==> src/rtl/lifo_arbiter.sv <==
// lifo_arbiter: round-robin arbiter sharing one LIFO stack between two requesters
module lifo_arbiter #(
  parameter int pBITS = 8
) (
  input  logic             iclk,
  input  logic             ireset,
  input  logic             ivalid0,
  input  logic             ivalid1,
  input  logic             iop0,
  input  logic             iop1,
  input  logic [pBITS-1:0] idata0,
  input  logic [pBITS-1:0] idata1,
  output logic             oready0,
  output logic             oready1,
  output logic             orsp_valid0,
  output logic             orsp_valid1,
  output logic [pBITS-1:0] orsp_data,
  output logic             owr,
  output logic             ord,
  output logic [pBITS-1:0] ow_data,
  input  logic [pBITS-1:0] ir_data,
  input  logic             iempty,
  input  logic             ifull
);
  typedef enum logic {IDLE, ISSUE} state_t;
  state_t state, state_nxt;
  logic legal0, legal1, gnt0, gnt1, acc, sel_op, last, op_r, id_r;
  logic [pBITS-1:0] sel_data;
  // state register
  always_ff @(posedge iclk) state <= ireset ? IDLE : state_nxt;
  // legality, round-robin grant and next state; last=1 means requester 1 won most recently
  always_comb begin
    legal0    = ivalid0 & (iop0 ? ~iempty : ~ifull);
    legal1    = ivalid1 & (iop1 ? ~iempty : ~ifull);
    gnt1      = legal1 & (~legal0 | ~last);
    gnt0      = legal0 & ~gnt1;
    acc       = (state == IDLE) & ~ireset & (legal0 | legal1);
    oready0   = acc & gnt0;
    oready1   = acc & gnt1;
    sel_op    = gnt1 ? iop1 : iop0;
    sel_data  = gnt1 ? idata1 : idata0;
    state_nxt = acc ? ISSUE : IDLE;
  end
  // command capture, registered stack strobes and pop response
  always_ff @(posedge iclk) begin
    if (ireset) begin
      owr         <= 1'b0;
      ord         <= 1'b0;
      orsp_valid0 <= 1'b0;
      orsp_valid1 <= 1'b0;
      orsp_data   <= '0;
      ow_data     <= '0;
      last        <= 1'b1;
      op_r        <= 1'b0;
      id_r        <= 1'b0;
    end else begin
      owr         <= acc & ~sel_op;
      ord         <= acc & sel_op;
      orsp_valid0 <= (state == ISSUE) & op_r & ~id_r;
      orsp_valid1 <= (state == ISSUE) & op_r & id_r;
      if (acc) begin
        op_r    <= sel_op;
        id_r    <= gnt1;
        last    <= gnt1;
        ow_data <= sel_data;
      end
      if ((state == ISSUE) & op_r) orsp_data <= ir_data;
    end
  end
endmodule

==> config.mk <==
export PLATFORM = sky130hd
export DESIGN_NAME = lifo_arbiter
export DESIGN_NICKNAME = d
export VERILOG_FILES = /design/src/rtl/lifo_arbiter.sv
export SDC_FILE = /design/constraint.sdc
export NUM_CORES = 1
export LEC_CHECK = 0
export BUFFER_PORTS_ARGS = -buffer_cell sky130_fd_sc_hd__buf_2
export CORE_UTILIZATION = 46
export DETAILED_ROUTE_END_ITERATION = 8
export GPL_TIMING_DRIVEN = 0
export PLACE_DENSITY_LB_ADDON = 0.15
export SLEW_MARGIN = 10
export SYNTH_ARGS = -nofsm -noshare
export SYNTH_HDL_FRONTEND = slang
export SYNTH_SLANG_ARGS = --single-unit
==> constraint.sdc <==
create_clock -name iclk -period 4 [get_ports iclk]
set_clock_uncertainty 0.05 [all_clocks]
set_input_delay 0 -clock iclk [delete_from_list [all_inputs] [get_ports iclk]]
set_output_delay 0 -clock iclk [all_outputs]
set_load 0.05 [all_outputs]
== After elaboration in Yosys (flattened, before gate mapping) ==
Cells that the tools add are included.

* Add/sub/neg operators: 0
* Multipliers: 0
* Divide/modulo/power cells: 0
* Order comparisons: 0
* Equality and inequality tests: 0
* Shift-type cells: 0
* Mux-type cells: 5
* Bitwise operators: 24
* Reduce and logical (&&, ||, !) cells: 0

{| class="wikitable"
|+ Operators with widths
! cell !! number
|-
| $and 1x1->1 || 13
|-
| $not 1->1 || 9
|-
| $mux 8 || 1
|-
| $mux 1 || 4
|-
| $or 1x1->1 || 2
|}

* Flip-flop bits (word level): 24
* Latch bits: 0
* RAM bits: 0
* ROM bits: 0
* Input bits: 32
* Output and inout port bits: 22
* Word-level logic and storage cells: 39
* Memories kept: 0

== Depth between registers and ports, before layout ==
* Depth after elaboration: 9
* Gate-level depth with buffers: 6
* Gate-level depth less buffers: 5

== Worst setup path before layout ==
OpenSTA, ideal clock, no wires.

* Path kind: register to output
* From: reg last
* To: out oready1
* Data arrival time: 1.723 ns
* Data required time: 3.950 ns
* Slack: 2.227 ns
* Stages on the path, launching flop included: 5
* Path buffers: 1
* Cell sequence: dfxtp_1 -> nand2_1 -> o211ai_1 -> buf_4 -> nor3_1

* Word-level cells in the longest chain between the ends: 4

{| class="wikitable"
|+ Ends and longest elaborated chain
! item !! line !! text
|-
| start, declared || 27 || <nowiki>logic legal0, legal1, gnt0, gnt1, acc, sel_op, last, op_r, id_r;</nowiki>
|-
| start signal, assigned || 64 || <nowiki>last <= gnt1;</nowiki>
|-
| $not 1->1 || 35 || <nowiki>gnt1 = legal1 & (~legal0 | ~last);</nowiki>
|-
| $or 1x1->1 || 35 ||
|-
| $and 1x1->1 || 35 ||
|-
| $and 1x1->1 || 39 || <nowiki>oready1 = acc & gnt1;</nowiki>
|-
| end, declared || 14 || <nowiki>output logic oready1,</nowiki>
|}

Every way passes these cells.

== Worst setup path in the final report ==
* From: in iop0
* To: reg ord

* Word-level cells in the longest chain between the ends: 7
* Elaborated cells between the ends (all ways): 9
* Those cells by class: 2 x mux; 7 x bitwise

{| class="wikitable"
|+ Ends and longest elaborated chain
! item !! line !! text
|-
| start, declared || 9 || <nowiki>input logic iop0,</nowiki>
|-
| $mux 1 || 33 || <nowiki>legal0 = ivalid0 & (iop0 ? ~iempty : ~ifull);</nowiki>
|-
| $and 1x1->1 || 33 ||
|-
| $not 1->1 || 35 ||
|-
| $or 1x1->1 || 35 ||
|-
| $and 1x1->1 || 35 ||
|-
| $mux 1 || 40 || <nowiki>sel_op = gnt1 ? iop1 : iop0;</nowiki>
|-
| $and 1x1->1 (*) || 58 || <nowiki>ord <= acc & sel_op;</nowiki>
|-
| end signal, assigned || 58 ||
|-
| end, declared || 19 || <nowiki>output logic ord,</nowiki>
|}

Mark *: on every way between the ends. The rest lies on a longest branch, timed or not.
A chain may end at the register's enable or synchronous reset.

==> results.md <==
- Outcome: finished, final reports clean
- Synthesized area: a little over 1000 sq um
- Setup WS pre-CTS: about 2.4 ns
- Arr. time, crit path: approximately 2.7 ns
- Most frequent cells after synthesis: 24 x dfxtp_1, 21 x nand2_1, 19 x mux2i_1
- Worst setup EP type: flop
- Max-slew violations: 0
- EDFF count, synth: 0
- Die Area: ~2400 sq um
- Netlist cell types: 22
- P_leak: 0.000800 uW
- Synth area leaders: dfxtp_1 48%, mux2i_1 19%, nand2_1 7.8%
- Pwr Total: roughly 550 uW
- Clock sink count: 24
- CTS hold repair buffers: 28
- Global-route wire length before repair: between 4000 and 5000 microns
- Critical path type: in2reg
- Layout cells sized above 1: a little over a third
- Power Density: approximately 340 nW/um^2
- Final hold viol count: 0
- Initial antenna violation count: 0
- Cells after Synth: between 100 and 150
- Setup ws final: 1.45 ns
- Final core utilization: between 80% and 90%
- Sequential-to-total area share from yosys stat: a little under half
- Nets: 220
- Count leader, synth: dfxtp_1
- Drt wl/cell: approximately 12 microns
- Core area: roughly 2000 sq um
- Slew HR: approximately 66%
- H-Tree Depth: 1
- Unrepaired setup endpoints after global routing: no
- Height of the die: between 40 and 50 microns
- Via count: 1051
- Root buf cell: clkbuf_4
- # resized after CTS: 0
- Vias per cell: ~5
- Grt ovf: 0
- I/O pin cnt: 54
- Fmax: 392 MHz
- Final routed DRC violation total: 0
- Port bufs: 53
- Global placer's final weighted congestion: about 0.76
- TritonCTS Buffers: 3
- Die X: about 49 microns
- Post-CTS Setup Repair Bufs: 0
- Synth warnings: 0
- Total GRT Usage: a little under a quarter
- Hold Path Class: in2reg
- Mapped Nets: ~130
- Ant. Diodes: 0
- Synthesized area per cell: around 9.9 sq um
- Yosys reg bits: 24
- Rows: 16
- TNS Setup: 0 ns
- Asr flop ratio synth: 0%
- Worst setup SP type: primary input
- First DRT Iteration DRCs: 9
- CTS tree: done
- Yosys top cell area share: 47.7%
- Slew of the pin with the lowest slew margin: between 0.5 and 0.6 ns
- ANT nets after route: 0
- Min cycle time layout: about 2.6 ns
- Area Growth Syn to Fin: 61.1%
- Clk slew on worst S/H paths: 0.12 ns
- Number of global-route vias before repair: between 1000 and 1500
- 1st-pass router iterations: 4
- Largest net degree at the start of global routing: 14
- Worst-skew pair later-pin latency: between 0.3 and 0.4 ns
- Worst-path fanout max: 3
- Max Buffers Root-to-Sink: 2
- Final-report setup violation count: 0
- Yosys top cell by area: dfxtp_1
- Initial core utilization: approximately 50%
- Hpwl dp: about 1500 microns
- Predominant post-synthesis flop cell: dfxtp_1
- Crit path required time: between 4 and 5 ns
- DRT Wirelength: around 2500 microns
- Max Cap Viol: 0
- Max VDD drop: 0.265 mV
- Final cycle utilization of the critical path: a little under two thirds
- Hold slack: 0.0152 ns
[report_power, final]
group	internal (uW)	switching, uW
Sequential	255	9.44
Combinational	67.3	91.1
Clock	55.5	67.9
[sequential cells by signal, indices dropped and copies added (netlist names)]
name	count
id_r	1
last	1
op_r	1
ord	1
orsp_data	8
orsp_valid0	1
orsp_valid1	1
ow_data	8
owr	1
state	1
[final timing paths]
kind                      from            to  slack (ns)  cells after the start
setup reg to reg          last           ord        1.70                      6
setup / recovery          iop0           ord        1.45                      8
hold reg to reg   orsp_data[1]  orsp_data[1]        0.41                      2
hold / removal         ivalid1          last        0.02                      3
[area by class of cell]
class                   instances  area [sq um]
plain buffers                   6          42.5
clock buffers                   4          36.3
fillers                       130           379
inverters                       2          12.5
multi-input cells              70           472
flip-flops and latches         24           480
well taps                      27          33.8
repair buffers                 81           546
[cells by family after synthesis]
family | Yosys count | share of synthesized area, %
mux | 20 | 20.4
flops | 24 | 47.7
buf+inv | 8 | 5.47
compound gates | 13 | 8.70
simple gates | 37 | 17.8
[layout by cell type, fill, tap and decap left out, types with 2 or more instances in the layout]
cell / n
a21oi_1: 9
buf_2: 53
clkbuf_1: 4
clkbuf_4: 3
dfxtp_1: 24
dlygate4sd3_1: 28
mux2i_1: 19
nand2_1: 21
nand3_1: 8
o311ai_0: 2
[layer usage]
layer	vias to the layer above	routed length [microns]	global-route usage, %
met5	-	0	0
met4	0	45	10.3
met3	4	125	4.05
met2	33	1340	44.7
met1	491	980	23.4
li1	523	-	-
[stage by stage]
step / std cells / instance area [sq um]
4_1_cts: 214 / 1620
6_report: 214 / 1620
5_1_grt: 214 / 1620
2_1_floorplan: 102 / 1010
3_3_place_gp: 182 / 1310
3_5_place_dp: 182 / 1310
[worst max-delay path: stages]
cell,delay [ns]
dlygate4sd3_1,0.53
buf_2,0.13
mux2_4,0.30
o211ai_1,0.27
mux2i_1,0.30
dlygate4sd3_1,0.59
nor2_1,0.04
dlygate4sd3_1,0.55
No activity file was read; power rests on OpenSTA's default activity.
